[src/rtl/note_capture_encoder.sv]
// Captures an asynchronous one-hot note bus, debounces it and encodes each stable
// segment as a (note, rest, multi, duration) event queued in a fall-through FIFO.
module note_capture_encoder #(
  parameter int NUM_NOTES       = 8,
  parameter int IDX_W           = 3,
  parameter int DEBOUNCE_CYCLES = 4,
  parameter int DUR_W           = 8,
  parameter int FIFO_DEPTH      = 8
) (
  input  logic                          clk,
  input  logic                          rst_n,
  input  logic [NUM_NOTES-1:0]          note_in,
  input  logic                          clear_ovf,
  output logic                          evt_valid,
  input  logic                          evt_ready,
  output logic [IDX_W-1:0]              evt_note,
  output logic                          evt_rest,
  output logic                          evt_multi,
  output logic [DUR_W-1:0]              evt_dur,
  output logic [$clog2(FIFO_DEPTH):0]   fifo_count,
  output logic                          overflow
);

  localparam int PTR_W = $clog2(FIFO_DEPTH);
  localparam int CNT_W = PTR_W + 1;
  localparam int DEB_W = $clog2(DEBOUNCE_CYCLES + 1);
  localparam int EVT_W = IDX_W + 2 + DUR_W;
  localparam logic [DEB_W-1:0] DEB_TARGET = DEB_W'(DEBOUNCE_CYCLES);
  localparam logic [DEB_W-1:0] DEB_ONE    = DEB_W'(1);
  localparam logic [CNT_W-1:0] DEPTH_C    = CNT_W'(FIFO_DEPTH);
  localparam logic [DUR_W-1:0] DUR_MAX    = '1;

  logic [NUM_NOTES-1:0] sync1_reg, sync_reg;
  logic [NUM_NOTES-1:0] cand_reg, cand_next;
  logic [NUM_NOTES-1:0] stable_reg, stable_next;
  logic [DEB_W-1:0]     deb_cnt_reg, deb_cnt_next, deb_inc;
  logic                 stable_upd;

  logic [IDX_W-1:0]     cls_note;
  logic                 cls_rest, cls_multi;
  logic [DUR_W-1:0]     dur_reg, dur_inc;
  logic                 push_valid_reg;
  logic [EVT_W-1:0]     push_data_reg;

  logic [EVT_W-1:0]     mem [FIFO_DEPTH];
  logic [PTR_W-1:0]     wr_ptr_reg, rd_ptr_reg, rd_ptr_next;
  logic [CNT_W-1:0]     count_reg, count_next;
  logic [EVT_W-1:0]     head_reg, head_next;
  logic                 overflow_reg;
  logic                 pop, push_ok, drop;

  // A return to the stable value always wins, so a glitch leaves no trace.
  always_comb begin
    cand_next    = cand_reg;
    stable_next  = stable_reg;
    deb_cnt_next = deb_cnt_reg;
    stable_upd   = 1'b0;
    deb_inc      = deb_cnt_reg + DEB_ONE;
    if (sync_reg == stable_reg) begin
      cand_next    = sync_reg;
      deb_cnt_next = '0;
    end else if (sync_reg != cand_reg) begin
      cand_next = sync_reg;
      if (DEB_ONE == DEB_TARGET) begin
        stable_next  = sync_reg;
        deb_cnt_next = '0;
        stable_upd   = 1'b1;
      end else begin
        deb_cnt_next = DEB_ONE;
      end
    end else if (deb_inc == DEB_TARGET) begin
      stable_next  = cand_reg;
      deb_cnt_next = '0;
      stable_upd   = 1'b1;
    end else begin
      deb_cnt_next = deb_inc;
    end
  end

  always_comb begin
    cls_note = '0;
    for (int i = NUM_NOTES - 1; i >= 0; i--) begin
      if (stable_reg[i]) cls_note = IDX_W'(i);
    end
    cls_rest  = (stable_reg == '0);
    cls_multi = |(stable_reg & (stable_reg - NUM_NOTES'(1)));
  end

  assign dur_inc = (dur_reg == DUR_MAX) ? dur_reg : dur_reg + DUR_W'(1);

  // The finished segment is staged for one cycle before entering the FIFO.
  always_ff @(posedge clk or negedge rst_n) begin
    if (!rst_n) begin
      sync1_reg      <= '0;
      sync_reg       <= '0;
      cand_reg       <= '0;
      stable_reg     <= '0;
      deb_cnt_reg    <= '0;
      dur_reg        <= '0;
      push_valid_reg <= 1'b0;
      push_data_reg  <= '0;
    end else begin
      sync1_reg      <= note_in;
      sync_reg       <= sync1_reg;
      cand_reg       <= cand_next;
      stable_reg     <= stable_next;
      deb_cnt_reg    <= deb_cnt_next;
      push_valid_reg <= stable_upd;
      if (stable_upd) begin
        push_data_reg <= {cls_note, cls_rest, cls_multi, dur_inc};
        dur_reg       <= '0;
      end else begin
        dur_reg <= dur_inc;
      end
    end
  end

  assign pop     = (count_reg != '0) && evt_ready;
  assign push_ok = push_valid_reg && ((count_reg != DEPTH_C) || pop);
  assign drop    = push_valid_reg && !push_ok;
  assign rd_ptr_next = pop ? rd_ptr_reg + PTR_W'(1) : rd_ptr_reg;

  always_comb begin
    count_next = count_reg;
    if (push_ok && !pop) count_next = count_reg + CNT_W'(1);
    else if (!push_ok && pop) count_next = count_reg - CNT_W'(1);
  end

  // Head register is loaded from the slot that will be at the front next cycle,
  // bypassing the write when that slot is being filled right now.
  always_comb begin
    if (count_next == '0) head_next = '0;
    else if (push_ok && (wr_ptr_reg == rd_ptr_next)) head_next = push_data_reg;
    else head_next = mem[rd_ptr_next];
  end

  always_ff @(posedge clk) begin
    if (push_ok) mem[wr_ptr_reg] <= push_data_reg;
  end

  always_ff @(posedge clk or negedge rst_n) begin
    if (!rst_n) begin
      wr_ptr_reg   <= '0;
      rd_ptr_reg   <= '0;
      count_reg    <= '0;
      head_reg     <= '0;
      overflow_reg <= 1'b0;
    end else begin
      if (push_ok) wr_ptr_reg <= wr_ptr_reg + PTR_W'(1);
      rd_ptr_reg <= rd_ptr_next;
      count_reg  <= count_next;
      head_reg   <= head_next;
      if (drop) overflow_reg <= 1'b1;
      else if (clear_ovf) overflow_reg <= 1'b0;
    end
  end

  assign evt_valid  = (count_reg != '0);
  assign fifo_count = count_reg;
  assign overflow   = overflow_reg;
  assign evt_note   = head_reg[EVT_W-1 -: IDX_W];
  assign evt_rest   = head_reg[DUR_W+1];
  assign evt_multi  = head_reg[DUR_W];
  assign evt_dur    = head_reg[DUR_W-1:0];

endmodule
[config.mk]
export PLATFORM = sky130hd
export DESIGN_NAME = note_capture_encoder
export DESIGN_NICKNAME = d
export VERILOG_FILES = /design/src/rtl/note_capture_encoder.sv
export SDC_FILE = /design/constraint.sdc
export NUM_CORES = 1
export LEC_CHECK = 0
export CAP_MARGIN = 20
export CORE_MARGIN = 2
export CORE_UTILIZATION = 50
export CTS_BUF_LIST = sky130_fd_sc_hd__clkbuf_16
export DETAILED_ROUTE_END_ITERATION = 10
export HOLD_SLACK_MARGIN = 0.12
export PLACE_DENSITY_LB_ADDON = 0.15
export SLEW_MARGIN = 10
export SYNTH_ARGS = -nofsm -noshare
export SYNTH_HDL_FRONTEND = slang
export SYNTH_SLANG_ARGS = --single-unit
[constraint.sdc]
create_clock -name clk -period 2.9 [get_ports clk]
set_input_delay 0.58 -clock clk [delete_from_list [all_inputs] [get_ports clk]]
set_output_delay 0.58 -clock clk [all_outputs]
set_load 0.02 [all_outputs]
# ---- After elaboration in Yosys (flattened, before gate mapping)
# Memories as Yosys holds them, arrays and structs flattened.
# Index checks and enable logic that the tools add are counted.
dict set report op_classes {
  eq_ne 6
  reduce_logical 16
  muxes 27
  n_bitwise 3
  addsub 7
}
# cell count
set ops {}
lappend ops {{$mux W3} 12}
lappend ops {{$mux W8} 4}
lappend ops {{$mux W13} 2}
lappend ops {{$add A3 B1 Y3 const B} 3}
lappend ops {{$add A8 B1 Y8 const B} 1}
lappend ops {{$and A8 B8 Y8} 1}
lappend ops {{$eq A8 B8 Y1} 1}
lappend ops {{$eq A8 B8 Y1 const B} 1}
lappend ops {{$logic_not A8 Y1} 1}
lappend ops {{$mux W4} 2}
lappend ops {{$ne A8 B8 Y1} 1}
lappend ops {{$reduce_or A8 Y1} 1}
lappend ops {{$sub A8 B1 Y8 const B} 1}
lappend ops {{$mux W1} 7}
lappend ops {{$logic_and A1 B1 Y1} 6}
lappend ops {{$add A4 B1 Y4 const B} 1}
lappend ops {{$logic_not A4 Y1} 1}
lappend ops {{$ne A4 B4 Y1 const B} 1}
lappend ops {{$reduce_bool A2 Y1} 2}
lappend ops {{$reduce_bool A4 Y1} 1}
lappend ops {{$sub A4 B1 Y4 const B} 1}
lappend ops {{$eq A3 B3 Y1} 1}
lappend ops {{$eq A3 B3 Y1 const B} 1}
lappend ops {{$reduce_and A3 Y1} 1}
lappend ops {{3 further kinds} 5}
dict set report word_totals {
  ff_bits 81
  ramBits 104
  memories 1
}
# name depth word_bits rd rd_ports_with_merged_regs write_ports line
set mem_list {}
lappend mem_list {mem 8 13 1 0 1 45} ;# logic [EVT_W-1:0] mem [FIFO_DEPTH];

# ---- Longest topological paths before layout
# Gate-level depths: netlist of the first run.
dict set report depth {
  word_depth 10
  ltp_mapped 11
  mapped_depth_nobuf 9
}

# ---- Worst setup path after synthesis of the first run
# Ideal clock, no wire load.
dict set report synth_timing {
  path_type {register to register}
  from {reg count_reg[0], in the netlist fifo_count[0]}
  to {mem mem[0][0] (netlist name), enable pin}
  slack_ns -0.105
  arrival_time_ns 2.606
  path_stages_with_launch 7
  required_ns 2.500
  synth_period_minus_slack_ns 3.005
  cell_sequence {dfrtp_1 inv_1 ha_1 nor2b_1 a31oi_1 nand2b_1 nor3_1}
}
dict set report synth_between {
  elab_chain_cells 6
}
# item line
set synth_lines {}
lappend synth_lines {{start: declaration} 47} ;# logic [CNT_W-1:0] count_reg, count_next;
lappend synth_lines {{start signal: assignment} 151} ;# count_reg <= count_next;
lappend synth_lines {{$reduce_bool A4 Y1} 118} ;# assign pop = (count_reg != '0) && evt_ready;
lappend synth_lines {{$logic_and A1 B1 Y1} 118}
lappend synth_lines {{$logic_or A1 B1 Y1 (*)} 119} ;# assign push_ok = push_valid_reg && ((count_reg != DEPTH_C) || pop);
lappend synth_lines {{$logic_and A1 B1 Y1 (*)} 119}
lappend synth_lines {{$mux W1 (*)} 138} ;# if (push_ok) mem[wr_ptr_reg] <= push_data_reg;
lappend synth_lines {{$mux W1 (not written as such) (*)} 138}
lappend synth_lines {{end: declaration} 45}
# Mark *: on every way between the ends. The rest lies on a longest branch, timed or not.

# ---- Worst setup path in the final report of the first run
dict set report layout_timing {
  from {reg count_reg[0], in the netlist fifo_count[0]}
  to {out evt_valid}
}
dict set report layout_between {
  elab_chain_cells 1
}
# item line
set layout_lines {}
lappend layout_lines {{$reduce_bool A4 Y1} 158} ;# assign evt_valid = (count_reg != '0);
lappend layout_lines {{end: declaration} 14} ;# output logic evt_valid,
# Every way passes these cells.

==> results of run 1 <==
-- metrics by stage --
step                      worst slack (ps)  hold slack [ps]  area (um^2)  cells
after floorplan                      248.1            284.4         7951    604
after global placement               195.2            332.8         8596    830
after detailed placement             96.57            336.3         8596    830
after CTS                            99.45            151.8         9196    863
after global routing                 34.05            172.6         9196    863
final                                104.6            137.1         9196    863
-- path summary, 6_finish.rpt --
| kind | end | slack [ps] | start |
|---|---|---|---|
| setup / recovery | evt_valid | 100 | fifo_count[0]$_DFF_PN0_ |
| hold / removal | sync1_reg[7]$_DFF_PN0_ | 140 | rst_n |
| setup reg to reg | head_reg[7]$_DFF_PN0_ | 220 | fifo_count[0]$_DFF_PN0_ |
| hold reg to reg | sync_reg[3]$_DFF_PN0_ | 350 | sync1_reg[3]$_DFF_PN0_ |
| max in group asynchronous | sync1_reg[3]$_DFF_PN0_ | 2170 | rst_n |
| min in group clk | sync_reg[3]$_DFF_PN0_ | 350 | sync1_reg[3]$_DFF_PN0_ |
-- repair_timing --
| item | in CTS | in global routing |
|---|---|---|
| hold endpoints to repair | 0 | 0 |
| buffers inserted | 1 | 0 |
| setup endpoints to repair | 1 | 0 |
-- worst reg2reg max path, delay by kind of cell, from the launching register on --
family,cells,cell delay [ps]
compound gates,2,810
flops,1,450
buf+inv,2,230
fa+ha+maj,1,290
xor+xnor,1,210
simple gates,2,590
-- cell type report --
class                   instances  area [um^2]  share of cell area
multi-input cells             361         2531              0.2752
flip-flops and latches        185         5151              0.5601
repair buffers                 55        598.1             0.06503
well taps                     216        270.3             0.02939
clock buffers                  20        500.5             0.05442
inverters                      14        52.55            0.005714
clock inverters                12        92.59             0.01007
-- cell usage in the layout, fill, tap and decap left out, types with 16 or more instances in the layout --
master | synthesis | routed
dfrtp_1 | 81 | 80
clkdlybuf4s50_1 | 0 | 29
mux2_2 | 26 | 26
buf_4 | 2 | 17
nor3_1 | 19 | 17
clkbuf_16 | 0 | 20
nor2_1 | 36 | 36
o22ai_1 | 25 | 25
inv_1 | 13 | 16
nand2_1 | 29 | 29
edfxtp_1 | 104 | 104
o21ai_0 | 31 | 31
-- where the power goes --
part	leakage, nW	internal, mW	switching, mW
clock network	0.311	1.33	0.950
logic	1.19	1.23	1.58
registers	1.97	2.94	0.176
total	3.47	5.50	2.70
-- logic make-up (layout without fill, tap and decap cells) --
| logic type | after synthesis | after routing | share of synthesized area |
|---|---|---|---|
| XOR/XNOR | 28 | 28 | 0.03356 |
| adder cells (fa/ha/maj) | 9 | 9 | 0.01355 |
| buffers and inverters | 58 | 101 | 0.03403 |
| AO/OA/AOI/OAI | 130 | 130 | 0.1139 |
| AND/OR/NAND/NOR | 161 | 161 | 0.1108 |
| flip-flops | 185 | 185 | 0.6485 |
| multiplexers | 33 | 33 | 0.04569 |
-- routing by layer --
layer / share of wire / wire [um]
met4: 0.012 / 186
met1: 0.45 / 7117
met5: 0 / 0
met3: 0.041 / 648
met2: 0.49 / 7721
==> flow_summary.json, run 1 <==
{
  "synthCells": 604,
  "top_usage_layer": "met2",
  "path_buf_inv": 3,
  "synth_cell_types": 59,
  "hold_viol": 0,
  "grt-ovfl-total": 0,
  "utilization": 0.5853,
  "first_global_vias": 4738,
  "max_stage_delay_ps": 620,
  "gp_congestion": 0.8216,
  "hold_class": "primary input to async pin",
  "synthDominantCellAreaShare": 0.3933,
  "mappedNetlistArea_um2": 7941,
  "vias_per_cell": 5.619,
  "ctsHoldBuffers": 0,
  "gr-usage-all-layers": 0.1986,
  "dr_total_vias": 4849,
  "peakVddDrop_mv": 0.4563,
  "core_area_um2": 15710,
  "ios": 31,
  "rsz0062_at_grt": "no",
  "p_leak_nw": 3.471,
  "avgSynthCellArea_um2": 13.15,
  "arrival_ps": 2220,
  "end_kind": "output pin",
  "status": "finished clean",
  "route.detailed.drc": 0,
  "num_antenna_cells": 0,
  "fmax_ghz": 0.3577,
  "path_clk_slew_ps": 60,
  "firstDrtPassIters": 5,
  "grt_max_degree": 63,
  "seq_area_frac_synth": 0.6485,
  "gr-usage-met3": 0.04387,
  "antenna_found_initial": 0,
  "timing.final.max_slew_violations": 0,
  "detail-route-antenna-nets": 0,
  "gr-usage-met2": 0.3286,
  "cts_tree": "yes",
  "fin_crit_ps": 2795,
  "slowest_stage": "clkdlybuf4s50_1",
  "clock-sinks": 185,
  "drive_above_1_share": 0.1484,
  "yosysTopAreaCell": "edfxtp_1",
  "powerDensity_nw_per_um2": 891.5,
  "synth.area.top_cells": "edfxtp_1 39%, dfrtp_1 26%, mux2_2 3.7%",
  "crit_type": "flip-flop to output pin",
  "synth-warning-count": 0,
  "start_util": 0.5054,
  "htreeDepth": 4,
  "post-dp-hpwl_um": 10350,
  "syn_nets": 623,
  "grt_first_pass_wirelength_um": 25030,
  "crit_path_max_fanout": 7,
  "async_flop_share": 0.4378,
  "ys.flop_type": "edfxtp_1",
  "cts_made_buffers": 17,
  "synth_edf_count": 104,
  "cap_violations": 0,
  "cts_root_buf": "clkbuf_16",
  "area_delta_synth_final_pct": 15.80,
  "slew_headroom": 0.5897,
  "wire_per_inst_um": 18.16,
  "largest_reg_flops": 104,
  "die_w_um": 130.0,
  "power_mw": 8.199,
  "postCtsResizedCells": 0,
  "die_y_um": 130.0,
  "die-area_um2": 16910,
  "ys_top_cells_by_count": "104 x edfxtp_1, 81 x dfrtp_1, 36 x nor2_1",
  "cp-start-kind": "flip-flop",
  "n_fill_cell": 1265,
  "yosysMostFrequentCell": "edfxtp_1",
  "grt_use_met1": 0.2661,
  "ys_ff_latch": 185,
  "clock_latency_ps": 430,
  "port-buffer-count": 30,
  "critical_path.top_delay_family": "buffers and inverters",
  "fin_setup_tns_ps": 0,
  "drt_wl_total_um": 15670,
  "cp_cell_sequence": "inv_1 > ha_1 > nor3b_4 > inv_2 > clkdlybuf4s50_1",
  "cts_buffer_depth": 2,
  "cp_data_required_time_ps": 2320,
  "setup_violations": 0,
  "drtIter0Drc": 423,
  "tightest_slew_ps": 615.4,
  "rows": 46,
  "fin_skew_ps": 8.791,
  "r2r_cells": 8,
  "final_min_period_over_clock_period": 0.9639,
  "crit_cells": 5,
  "nNetsFinal": 653
}
(Power assumes the default switching activity.)
==> run 2: changes to the inputs <==
Settings changed: CAP_MARGIN 20 to not set.
==> results of run 2 <==
The final DEF is identical to that of run 1; final timing and power are the same.
